`config.mk`:
```
export PLATFORM = sky130hd
export DESIGN_NAME = rgb_duty_ctrl_flat
export DESIGN_NICKNAME = d
export VERILOG_FILES = /design/src/rtl/rgb_duty_ctrl_if.sv /design/src/rtl/rgb_duty_ctrl.sv /design/src/flat_wrapper.sv
export SDC_FILE = /design/constraint.sdc
export NUM_CORES = 1
export LEC_CHECK = 0
export BUFFER_PORTS_ARGS = -buffer_cell sky130_fd_sc_hd__clkbuf_2
export CAP_MARGIN = 20
export CORE_MARGIN = 2
export CORE_UTILIZATION = 59
export CTS_BUF_LIST = sky130_fd_sc_hd__clkbuf_16
export CTS_CLUSTER_DIAMETER = 150
export DETAILED_ROUTE_END_ITERATION = 12
export PLACE_DENSITY = 0.77
export SYNTH_ARGS = -nofsm -noshare
export SYNTH_HDL_FRONTEND = slang
export SYNTH_SLANG_ARGS = --single-unit
```
`constraint.sdc`:
```
create_clock -name CLK -period 2.7 [get_ports CLK]
set_input_delay 0.405 -clock CLK [delete_from_list [all_inputs] [get_ports CLK]]
set_output_delay 0.405 -clock CLK [all_outputs]
set_load 0.005 [all_outputs]
```
`src/rtl/rgb_duty_ctrl_if.sv`:
```
`default_nettype none
`timescale 1ns/1ps
// ============================================================================
// Module      : rgb_duty_ctrl_if
// Description : Button/CE inputs and LED-side outputs of the RGB duty
//               controller, bundled as one interface.
//               master : button/prescaler side (drives CE_IN, SEL, INC, DEC)
//               slave  : controller side (drives H1, DUTY_*, PWM_*)
// Ports       : CE_IN, SEL, INC, DEC (1b each) ; H1 (2b) ;
//               DUTY_R/G/B (W bits) ; PWM_R/G/B (1b each)
// Revision    : 1.0 - initial release
// ============================================================================
interface rgb_duty_ctrl_if #(
    parameter int W = 8
);
    logic           CE_IN;
    logic           SEL;
    logic           INC;
    logic           DEC;
    logic [1:0]     H1;
    logic [W-1:0]   DUTY_R;
    logic [W-1:0]   DUTY_G;
    logic [W-1:0]   DUTY_B;
    logic           PWM_R;
    logic           PWM_G;
    logic           PWM_B;

    modport master (
        output CE_IN, SEL, INC, DEC,
        input  H1, DUTY_R, DUTY_G, DUTY_B, PWM_R, PWM_G, PWM_B
    );

    modport slave (
        input  CE_IN, SEL, INC, DEC,
        output H1, DUTY_R, DUTY_G, DUTY_B, PWM_R, PWM_G, PWM_B
    );
endinterface
`default_nettype wire

```
`src/rtl/rgb_duty_ctrl.sv`:
```
`default_nettype none
`timescale 1ns/1ps
// ============================================================================
// Module      : rgb_duty_ctrl
// Description : Button-driven RGB duty controller. Selects a colour channel
//               with SEL, steps its duty with INC/DEC (saturating), and
//               generates three PWM outputs whose duty only changes at a
//               period boundary (shadow registers loaded on counter wrap).
// Ports       : CLK  - system clock
//               CLR  - synchronous active-high reset
//               bus  - rgb_duty_ctrl_if.slave (CE_IN/SEL/INC/DEC in,
//                      H1/DUTY_*/PWM_* out)
// Options     : RGB_DUTY_AUTOREPEAT_EN - when defined, a held INC/DEC
//               auto-repeats after HOLD_TICKS CE ticks, then every
//               RPT_TICKS CE ticks. Undefined: one step per press.
// Revision    : 1.0 - initial release
// ============================================================================
module rgb_duty_ctrl #(
    parameter int W          = 8,
    parameter int STEP       = 16,
    parameter int INIT_DUTY  = 0,
    parameter int HOLD_TICKS = 50,
    parameter int RPT_TICKS  = 10
) (
    input  wire logic       CLK,
    input  wire logic       CLR,
    rgb_duty_ctrl_if.slave  bus
);

    localparam logic [1:0]   c_IDLE   = 2'd0;
    localparam logic [1:0]   c_PRESS  = 2'd1;
    localparam logic [1:0]   c_HOLD   = 2'd2;
    localparam logic [1:0]   c_REPEAT = 2'd3;

    localparam logic [W-1:0] c_INIT   = INIT_DUTY[W-1:0];
    localparam logic [W-1:0] c_MAX    = {W{1'b1}};
    localparam logic [W:0]   c_STEP   = STEP[W:0];

    // Elaboration-time sanity checks on the configuration.
    if (HOLD_TICKS < 2 || RPT_TICKS < 1 || INIT_DUTY >= (2 ** W) ||
        STEP < 1 || STEP >= (2 ** W)) begin : g_bad_params
        $error("rgb_duty_ctrl: illegal parameter combination");
    end

`ifdef RGB_DUTY_AUTOREPEAT_EN
    localparam int c_TMAX = (HOLD_TICKS > RPT_TICKS) ? HOLD_TICKS : RPT_TICKS;
    localparam int c_TW   = $clog2(c_TMAX + 1);
    localparam logic [c_TW-1:0] c_HOLD_N = HOLD_TICKS[c_TW-1:0];
    localparam logic [c_TW-1:0] c_RPT_N  = RPT_TICKS[c_TW-1:0];

    logic [c_TW-1:0] r_tick_q, w_tick_d;
    logic [c_TW-1:0] w_tick_inc;
`endif

    logic [1:0]   r_h1_q,    w_h1_d;
    logic [1:0]   r_state_q, w_state_d;
    logic         r_dir_q,   w_dir_d;     // 1 = INC is the active button
    logic [2:0]   r_btn_q,   w_btn_d;     // {SEL, INC, DEC} at previous CE sample
    logic [W-1:0] r_duty_q   [3];
    logic [W-1:0] w_duty_d   [3];
    logic [W-1:0] r_shadow_q [3];
    logic [W-1:0] w_shadow_d [3];
    logic [W-1:0] r_cnt_q,   w_cnt_d;
    logic [2:0]   r_pwm_q,   w_pwm_d;

    logic [2:0]   w_btn;
    logic [2:0]   w_press;
    logic         w_held;
    logic         w_step;
    logic         w_step_up;
    logic [W-1:0] w_cur;
    logic [W:0]   w_sum;
    logic [W:0]   w_dif;
    logic [W-1:0] w_next;
    logic         w_wrap;

    assign w_btn   = {bus.SEL, bus.INC, bus.DEC};
    assign w_press = w_btn & ~r_btn_q;
    assign w_held  = r_dir_q ? bus.INC : bus.DEC;

`ifdef RGB_DUTY_AUTOREPEAT_EN
    assign w_tick_inc = r_tick_q + 1'b1;
`endif

    // ------------------------------------------------------------------
    // Selection + button FSM; everything advances on CE_IN cycles only.
    // ------------------------------------------------------------------
    always_comb begin
        w_h1_d    = r_h1_q;
        w_state_d = r_state_q;
        w_dir_d   = r_dir_q;
        w_btn_d   = r_btn_q;
        w_step    = 1'b0;
        w_step_up = r_dir_q;
`ifdef RGB_DUTY_AUTOREPEAT_EN
        w_tick_d  = r_tick_q;
`endif
        if (bus.CE_IN) begin
            w_btn_d = w_btn;
            if (w_press[2]) begin
                // SEL press suppresses INC/DEC on the same sample; a button
                // still held afterwards needs a fresh press to step again.
                w_h1_d    = (r_h1_q == 2'd2) ? 2'd0 : r_h1_q + 2'd1;
                w_state_d = c_IDLE;
            end else if (bus.INC && bus.DEC) begin
                w_state_d = c_IDLE;
            end else begin
                case (r_state_q)
                    c_IDLE: begin
                        if (w_press[1]) begin
                            w_state_d = c_PRESS;
                            w_dir_d   = 1'b1;
                            w_step    = 1'b1;
                            w_step_up = 1'b1;
                        end else if (w_press[0]) begin
                            w_state_d = c_PRESS;
                            w_dir_d   = 1'b0;
                            w_step    = 1'b1;
                            w_step_up = 1'b0;
                        end
                    end
                    c_PRESS: begin
                        if (w_held) begin
                            w_state_d = c_HOLD;
`ifdef RGB_DUTY_AUTOREPEAT_EN
                            // Press sample was tick 0; this is tick 1.
                            w_tick_d  = {{(c_TW-1){1'b0}}, 1'b1};
`endif
                        end else begin
                            w_state_d = c_IDLE;
                        end
                    end
                    c_HOLD: begin
                        if (!w_held) begin
                            w_state_d = c_IDLE;
                        end else begin
`ifdef RGB_DUTY_AUTOREPEAT_EN
                            if (w_tick_inc == c_HOLD_N) begin
                                w_state_d = c_REPEAT;
                                w_step    = 1'b1;
                                w_tick_d  = '0;
                            end else begin
                                w_tick_d  = w_tick_inc;
                            end
`endif
                        end
                    end
                    c_REPEAT: begin
                        if (!w_held) begin
                            w_state_d = c_IDLE;
                        end else begin
`ifdef RGB_DUTY_AUTOREPEAT_EN
                            if (w_tick_inc == c_RPT_N) begin
                                w_step   = 1'b1;
                                w_tick_d = '0;
                            end else begin
                                w_tick_d = w_tick_inc;
                            end
`endif
                        end
                    end
                    default: w_state_d = c_IDLE;
                endcase
            end
        end
    end

    // ------------------------------------------------------------------
    // Saturating step on the selected channel (one extra bit for carry /
    // borrow detection).
    // ------------------------------------------------------------------
    always_comb begin
        case (r_h1_q)
            2'd1:    w_cur = r_duty_q[1];
            2'd2:    w_cur = r_duty_q[2];
            default: w_cur = r_duty_q[0];
        endcase
        w_sum = {1'b0, w_cur} + c_STEP;
        w_dif = {1'b0, w_cur} - c_STEP;
        if (w_step_up) begin
            w_next = w_sum[W] ? c_MAX : w_sum[W-1:0];
        end else begin
            w_next = w_dif[W] ? '0 : w_dif[W-1:0];
        end
    end

    always_comb begin
        for (int i = 0; i < 3; i++) begin
            w_duty_d[i] = r_duty_q[i];
            if (w_step && (r_h1_q == 2'(i))) begin
                w_duty_d[i] = w_next;
            end
        end
    end

    // ------------------------------------------------------------------
    // PWM: shadows load on the last count of a period so a period always
    // runs on one duty value.
    // ------------------------------------------------------------------
    assign w_wrap  = (r_cnt_q == c_MAX);
    assign w_cnt_d = r_cnt_q + 1'b1;

    always_comb begin
        for (int i = 0; i < 3; i++) begin
            w_shadow_d[i] = w_wrap ? r_duty_q[i] : r_shadow_q[i];
            w_pwm_d[i]    = (r_cnt_q < r_shadow_q[i]);
        end
    end

    always_ff @(posedge CLK) begin
        if (CLR) begin
            r_h1_q    <= 2'd0;
            r_state_q <= c_IDLE;
            r_dir_q   <= 1'b0;
            r_btn_q   <= 3'b000;
            r_cnt_q   <= '0;
            r_pwm_q   <= 3'b000;
            for (int i = 0; i < 3; i++) begin
                r_duty_q[i]   <= c_INIT;
                r_shadow_q[i] <= c_INIT;
            end
`ifdef RGB_DUTY_AUTOREPEAT_EN
            r_tick_q  <= '0;
`endif
        end else begin
            r_h1_q    <= w_h1_d;
            r_state_q <= w_state_d;
            r_dir_q   <= w_dir_d;
            r_btn_q   <= w_btn_d;
            r_cnt_q   <= w_cnt_d;
            r_pwm_q   <= w_pwm_d;
            for (int i = 0; i < 3; i++) begin
                r_duty_q[i]   <= w_duty_d[i];
                r_shadow_q[i] <= w_shadow_d[i];
            end
`ifdef RGB_DUTY_AUTOREPEAT_EN
            r_tick_q  <= w_tick_d;
`endif
        end
    end

    assign bus.H1     = r_h1_q;
    assign bus.DUTY_R = r_duty_q[0];
    assign bus.DUTY_G = r_duty_q[1];
    assign bus.DUTY_B = r_duty_q[2];
    assign bus.PWM_R  = r_pwm_q[0];
    assign bus.PWM_G  = r_pwm_q[1];
    assign bus.PWM_B  = r_pwm_q[2];

endmodule
`default_nettype wire
```
`src/flat_wrapper.sv`:
```
// flat-port wrapper written by rule: the top's interface ports become plain ports
module rgb_duty_ctrl_flat 
#(
    parameter int W          = 8,
    parameter int STEP       = 16,
    parameter int INIT_DUTY  = 0,
    parameter int HOLD_TICKS = 50,
    parameter int RPT_TICKS  = 10
)
  (CLK, CLR, bus_CE_IN, bus_SEL, bus_INC, bus_DEC, bus_H1, bus_DUTY_R, bus_DUTY_G, bus_DUTY_B, bus_PWM_R, bus_PWM_G, bus_PWM_B);
  rgb_duty_ctrl_if #(.W(W)) bus_i ();
  input  wire logic CLK;
  input  wire logic CLR;
  input wire logic [$bits(bus_i.CE_IN)-1:0] bus_CE_IN;
  input wire logic [$bits(bus_i.SEL)-1:0] bus_SEL;
  input wire logic [$bits(bus_i.INC)-1:0] bus_INC;
  input wire logic [$bits(bus_i.DEC)-1:0] bus_DEC;
  output wire logic [$bits(bus_i.H1)-1:0] bus_H1;
  output wire logic [$bits(bus_i.DUTY_R)-1:0] bus_DUTY_R;
  output wire logic [$bits(bus_i.DUTY_G)-1:0] bus_DUTY_G;
  output wire logic [$bits(bus_i.DUTY_B)-1:0] bus_DUTY_B;
  output wire logic [$bits(bus_i.PWM_R)-1:0] bus_PWM_R;
  output wire logic [$bits(bus_i.PWM_G)-1:0] bus_PWM_G;
  output wire logic [$bits(bus_i.PWM_B)-1:0] bus_PWM_B;
  assign bus_i.CE_IN = bus_CE_IN;
  assign bus_i.SEL = bus_SEL;
  assign bus_i.INC = bus_INC;
  assign bus_i.DEC = bus_DEC;
  assign bus_H1 = bus_i.H1;
  assign bus_DUTY_R = bus_i.DUTY_R;
  assign bus_DUTY_G = bus_i.DUTY_G;
  assign bus_DUTY_B = bus_i.DUTY_B;
  assign bus_PWM_R = bus_i.PWM_R;
  assign bus_PWM_G = bus_i.PWM_G;
  assign bus_PWM_B = bus_i.PWM_B;
  rgb_duty_ctrl #(.W(W), .STEP(STEP), .INIT_DUTY(INIT_DUTY), .HOLD_TICKS(HOLD_TICKS), .RPT_TICKS(RPT_TICKS)) u_core (.CLK(CLK), .CLR(CLR), .bus(bus_i));
endmodule
```
==> results of run 1 <==
==> worst register-to-register path, cell delays in order, from the launching register on <==
cell and delay (ns):
dfxtp_2 0.36, inv_1 0.17, ha_2 0.27, a22oi_1 0.12, a21oi_2 0.17, inv_1 0.07
ha_1 0.23, nor3b_1 0.17, a31oi_2 0.32, o21ai_0 0.16, a2bb2oi_2 0.21, nor2_1 0.06
nor3_1 0.16
==> cells in the mapped netlist, types with 2 or more instances <==
library cell	number	area share, %
mux2i_1	6	1.7
buf_6	5	1.6
xor2_1	3	0.74
a22oi_2	2	0.70
or4_1	3	0.63
or3_1	2	0.35
nand2b_1	4	0.70
nand2_1	87	9.2
a22oi_1	6	1.3
o21ai_0	18	2.5
o21ai_1	2	0.28
buf_1	2	0.21
a21oi_1	49	6.9
nand3_1	6	0.85
nor4_1	3	0.53
o311ai_0	3	0.74
mux2_2	2	0.63
a21oi_2	4	0.99
nor2b_1	4	0.70
a211oi_1	5	1.1
nor2_1	36	3.8
ha_1	28	9.9
and2_4	3	0.74
nor3_1	7	0.99
clkbuf_1	11	1.2
nor3b_1	2	0.42
a2bb2oi_2	5	2.1
inv_1	30	3.2
o22ai_1	4	0.70
buf_2	2	0.28
a21o_1	7	1.5
dfxtp_1	67	38
buf_4	4	0.85
==> worst paths after layout <==
kind | startpoint | end | slack, ns | cells after the start
max | u_core.bus.H1[0] | u_core.r_duty_q[0][2] | 0.15 | 12
max reg2reg | u_core.bus.H1[0] | u_core.r_duty_q[0][2] | 0.15 | 12
min | bus_SEL | u_core.r_btn_q[2] | 0.36 | 3
min reg2reg | u_core.r_shadow_q[0][22] | u_core.r_shadow_q[0][22] | 0.45 | 2
==> repair_timing <==
action,CTS,global route
buffers inserted,0,0
resized for setup,1,9
endpoints found under the setup margin,9,20
==> metal layers <==
layer | track usage [%] | up-vias | wire, um
met2 | 40.6 | 99 | 3960
li1 | - | 1565 | -
met1 | 36.6 | 1461 | 3860
met5 | 0 | - | 0
met3 | 6.15 | 21 | 484
met4 | 10.7 | 0 | 197
==> flip-flops by register name (all words and copies together) (netlist names) <==
name,flops
u_core.bus.H1,2
u_core.r_btn_q,3
u_core.r_cnt_q,8
u_core.r_dir_q,1
u_core.r_duty_q,24
u_core.r_pwm_q,3
u_core.r_shadow_q,24
u_core.r_state_q,2
==> report_power, final <==
group | leakage (nW) | switching [mW] | internal (mW) | total [mW]
clock network | 0.139 | 0.419 | 0.701 | 1.12
registers | 0.543 | 0.0246 | 1.01 | 1.04
logic | 0.816 | 0.184 | 0.131 | 0.315
total | 1.50 | 0.627 | 1.84 | 2.47
==> logic make-up (layout without fill, tap and decap cells) <==
| group | after synthesis | after routing | synth area share (%) |
|---|---|---|---|
| XOR/XNOR | 4 | 4 | 0.986 |
| flip-flops | 67 | 67 | 37.7 |
| adder cells (fa/ha/maj) | 28 | 28 | 9.86 |
| multiplexers | 8 | 8 | 2.32 |
| AO/OA/AOI/OAI | 111 | 111 | 20.5 |
| AND/OR/NAND/NOR | 166 | 166 | 21.3 |
| buffers and inverters | 54 | 90 | 7.25 |
==> metrics by stage <==
step                worst slack, ns  std cells  hold WS [ns]  utilization (%)
finish                        0.148        549         0.363             69.1
global route                 0.0329        549         0.383             69.1
CTS                          0.0484        549         0.356             68.6
detailed placement          -0.0131        533         0.447             63.7
global placement              0.103        533         0.443             63.7
floorplan                     0.278        438         0.436                -
==> cell type report <==
type | instances | area (um2)
clock inverters | 7 | 58.8
inverters | 30 | 113
flip-flops and latches | 67 | 1340
clock buffers | 9 | 225
fillers | 500 | 1820
repair buffers | 44 | 245
multi-input cells | 317 | 1990
well taps | 75 | 93.8
==> cell usage in the layout (no fill, tap or decap), types with 2 or more instances in the layout <==
cell type | synthesis | final
o311ai_0 | 3 | 3
o21ai_1 | 2 | 4
nor2_1 | 36 | 36
nor3b_1 | 2 | 2
a2bb2oi_2 | 5 | 5
nand3_1 | 6 | 6
a21oi_1 | 49 | 49
and2_4 | 3 | 3
or4_1 | 3 | 3
a22oi_2 | 2 | 2
clkbuf_16 | 0 | 9
mux2_2 | 2 | 2
o21ai_0 | 18 | 16
nor2b_1 | 4 | 4
clkbuf_2 | 0 | 34
or3_1 | 2 | 2
nor4_1 | 3 | 3
o22ai_1 | 4 | 4
nand2b_1 | 4 | 4
a21oi_2 | 4 | 4
nor3_1 | 7 | 7
buf_4 | 4 | 10
ha_1 | 28 | 25
xor2_1 | 3 | 3
mux2i_1 | 6 | 6
a21o_1 | 7 | 7
clkinv_1 | 0 | 4
a22oi_1 | 6 | 6
a211oi_1 | 5 | 5
dfxtp_1 | 67 | 66
inv_1 | 30 | 29
ha_4 | 0 | 2
nand2_1 | 87 | 87
==> flow_summary_export.csv, run 1 <==
group,metric,value,unit
sta,hold_violations,0,
drt,drc,0,
critical_path,crit_arrival,2.80,ns
critical_path,cp_max_fo,6,
power,total_power,2.47,mW
yosys,synth.distinct_cells,49,
placement,port_buffers,34,
sta,tightest_slew,0.666,ns
clock_tree,cts-root-buf,"clkbuf_16",
placement,place_area,3750,um2
floorplan,num_rows,28,
clock_tree,cts_sinks,67,
layout,stdcell_area,4070,um2
layout,antennaDiodeCount,0,
grt,grt-ovfl-total,0,
yosys,yosys_warnings,0,
clock_tree,cts_tree,"done",
layout,drive_gt1_share,17.9,%
yosys,ys_seq_area_share,37.7,%
drt,drt_iter0_markers,226,
flow_run,maxCapViolCount,0,
critical_path,critPathMaxStageDelay,0.36,ns
floorplan,core,5890,um2
drt,viasPerCell,5.73,
critical_path,path_cells,"inv_1 > ha_2 > a22oi_1 > a21oi_2 > inv_1 > ha_1 > nor3b_1 > a31oi_2 > o21ai_0 > a2bb2oi_2 > nor2_1 > nor3_1",
clock_tree,cts-hold-fix-buffers,0,
power,peakVddDrop,0.458,mV
grt,grt_pass1_vias,2843,
power,leakage,1.50,nW
clock_tree,path_clk_slew,0.05,ns
yosys,synth_fp_nets,472,
sta,max_freq,392,MHz
floorplan,initial_utilization,60.4,%
yosys,synth_ff_type,"dfxtp_1",
clock_tree,cts_buffer_depth,2,
floorplan,die_w,81.6,um
yosys,synth-seq-cells,67,
power,power_density,608,nW/um2
drt,vias,3146,
sta,relSlewSlack,55.6,%
grt,antenna_found_initial,0,
sta,tns,0,ns
critical_path,critical_path_class,"reg2reg",
sta,skew,0.00594,ns
critical_path,cp-end-kind,"flop",
critical_path,critPathLaunchType,"flop",
yosys,synth-edff-count,0,
critical_path,cp.required,2.94,ns
sta,fin_crit_sh,94.5,%
sta,setup_violations,0,
grt,grt_pass1_wl,13600,um
layout,nets,503,
floorplan,die-area,6660,um2
critical_path,cp_common_cell,"inv_1",
clock_tree,clk_latency,0.33,ns
drt,drtPass1Iterations,6,
placement,dp_hpwl,5860,um
status,status,"finished clean",
critical_path,crit_buf_inv,2,
drt,ant_nets,0,
yosys,syn-cell-area,3550,um2
drt,wire_per_inst,15.5,um
critical_path,crit_family,"compound AO/OA/AOI/OAI gates",
worst_hold_path,hold_class,"in2reg",
sta,rsz0062_at_grt,"no",
clock_tree,cts_max_level,3,
drt,wl,8500,um
yosys,syn_inst,438,
layout,syn2layout_area_growth,14.4,%
floorplan,num_io_pins,35,
yosys,syn_area_per_cell,8.11,um2
floorplan,fp.dieH,81.6,um
critical_path,cp_slowest_cell,"dfxtp_2",
clock_tree,numCtsBuffers,9,
grt,grt_max_degree,37,
placement,routabilityCongestion,0.963,
sta,drv_slew,0,
grt,grt.total_usage,26.6,%
yosys,synth-async-reset-ratio,0,%
sta,period_minus_slack,2.55,ns
No activity file was read; power rests on OpenSTA's default activity.
==> inputs of run 2 (changes only) <==
Settings changed: RECOVER_POWER set to 25.
==> run 2 against run 1 <==
  * Maximum frequency barely moved
  * Largest power group unchanged
  * Sequential cell count stayed put
  * Clock skew about the same
  * Combinational power hardly changed
==> flow_summary_export.csv, run 2 (synthesized netlist as in run 1, its figures left out) <==
group,metric,value,unit
drt,dr_wl_met2,3960,um
layout,drive_gt1_share,16.0,%
clock_tree,cts_setup_buffers,0,
clock_tree,clk_latency,0.33,ns
worst_hold_path,whs_path_depth,3,
status,status,"finished clean",
layout,syn2layout_area_growth,14.0,%
sta,rsz0062_at_grt,"no",
clock_tree,cts_tree,"done",
placement,port_buffers,34,
drt,viasPerCell,5.74,
sta,tns,0,ns
drt,vias,3151,
placement,place_ws,-0.0131,ns
grt,grt-ovfl-total,0,
critical_path,critPathLaunchType,"flop",
layout,fill_cells,503,
grt,antenna_found_initial,0,
sta,max_freq,392,MHz
grt,grt_pass1_vias,2843,
placement,place_area,3750,um2
clock_tree,numCtsBuffers,9,
layout,stdcell_area,4050,um2
layout,final_common_cell,"nand2_1",
drt,drt_iter0_markers,203,
critical_path,cp_max_fo,6,
sta,timing.hold.ws,0.362,ns
floorplan,num_io_pins,35,
floorplan,fp.dieH,81.6,um
critical_path,rr_worst_depth,12,
critical_path,cp.required,2.94,ns
layout,top_regs,"u_core.r_duty_q: 24 flops, u_core.r_shadow_q: 24 flops, u_core.r_cnt_q: 8 flops",
clock_tree,cts_max_level,3,
critical_path,crit_arrival,2.80,ns
clock_tree,cts_buffer_depth,2,
power,leakage,1.47,nW
drt,wl,8530,um
sta,fin_crit_sh,94.6,%
layout,final_cell_mix,"87 x nand2_1, 66 x dfxtp_1, 49 x a21oi_1",
placement,routabilityCongestion,0.963,
placement,dp_hpwl,5860,um
sta,final.setup.worst_slack,0.146,ns
grt,grt_max_degree,37,
grt,grt.total_usage,26.6,%
drt,wl_met3,453,um
floorplan,core,5890,um2
power,total_power,2.47,mW
sta,hold_violations,0,
layout,antennaDiodeCount,0,
floorplan,initial_utilization,60.4,%
sta,tightest_slew,1.43,ns
sta,relSlewSlack,4.99,%
critical_path,cp-end-kind,"flop",
sta,period_minus_slack,2.55,ns
worst_hold_path,hold_class,"in2reg",
drt,met1_length,3940,um
drt,drtPass1Iterations,7,
power,peakVddDrop,0.458,mV
power,power_density,610,nW/um2
layout,nets,503,
critical_path,path_cells,"inv_1 > ha_2 > a22oi_1 > a21oi_2 > inv_1 > ha_1 > nor3b_1 > a31oi_2 > o21ai_0 > a2bb2oi_2 > nor2_1 > nor3_1",
critical_path,critPathMaxStageDelay,0.35,ns
drt,wire_per_inst,15.5,um
drt,top_layer,"met4",
floorplan,num_rows,28,
clock_tree,cts_sinks,67,
clock_tree,cts-root-buf,"clkbuf_16",
floorplan,die_w,81.6,um
drt,ant_nets,0,
flow_run,maxCapViolCount,0,
floorplan,die-area,6660,um2
sta,setup_violations,0,
grt,grt_pass1_wl,13600,um
drt,drc,0,
sta,drv_slew,0,
critical_path,critical_path_class,"reg2reg",
clock_tree,path_clk_slew,0.05,ns
critical_path,cp_slowest_cell,"dfxtp_2",
critical_path,cp_common_cell,"inv_1",
sta,skew,0.00574,ns
-- run 2: changes by cell type in the layout (fill, tap and decap cells not counted), sizes merged --
cell / previous run / this run
clkbuf: 43 / 44
buf: 10 / 9
-- run 2: area by class of cell --
class | instances | area (um2) | area share [%]
clock buffer | 9 | 225 | 5.56
inverter | 30 | 113 | 2.78
clock inverter | 7 | 58.8 | 1.45
sequential | 67 | 1340 | 33.1
tap | 75 | 93.8 | 2.32
multi-input combinational | 317 | 1990 | 49.1
timing repair buffer | 44 | 231 | 5.71
-- run 2: per-layer routing --
layer,vias to the layer above,GRT usage (%)
met5,-,0
met4,0,10.7
met1,1469,36.6
met3,19,6.15
met2,99,40.6
li1,1564,-
-- run 2: through the flow --
| step | cells | utilization [%] |
|---|---|---|
| 2_1_floorplan | 438 | - |
| 3_3_place_gp | 533 | 63.7 |
| 3_5_place_dp | 533 | 63.7 |
| 4_1_cts | 549 | 68.6 |
| 5_1_grt | 549 | 68.9 |
| 6_report | 549 | 68.9 |
-- run 2: critical path: cells and delay by family, from the launching register on --
family | cells | cell delay (ns)
AND/OR/NAND/NOR | 3 | 0.39
AO/OA/AOI/OAI | 5 | 0.99
buffers and inverters | 2 | 0.23
flip-flops | 1 | 0.35
adder cells (fa/ha/maj) | 2 | 0.50
-- run 2: path summary, 6_finish.rpt --
path                       startpoint                  endpoint  slack [ns]
min                           bus_SEL         u_core.r_btn_q[2]        0.36
max                  u_core.bus.H1[0]     u_core.r_duty_q[0][2]        0.15
max reg2reg          u_core.bus.H1[0]     u_core.r_duty_q[0][2]        0.15
min reg2reg  u_core.r_shadow_q[0][22]  u_core.r_shadow_q[0][22]        0.45
-- run 2: report_power, final --
| group | internal, mW | switching, mW |
|---|---|---|
| sequential | 1.01 | 0.0244 |
| combinational | 0.129 | 0.185 |
| clock | 0.701 | 0.420 |
| total | 1.84 | 0.629 |
-- run 2: repair_timing --
| item | 4_1_cts | 5_1_grt |
|---|---|---|
| hold buffers | 0 | 0 |
| endpoints found under the hold margin | 0 | 0 |
| endpoints found under the setup margin | 9 | 20 |
| gates resized for setup | 1 | 9 |
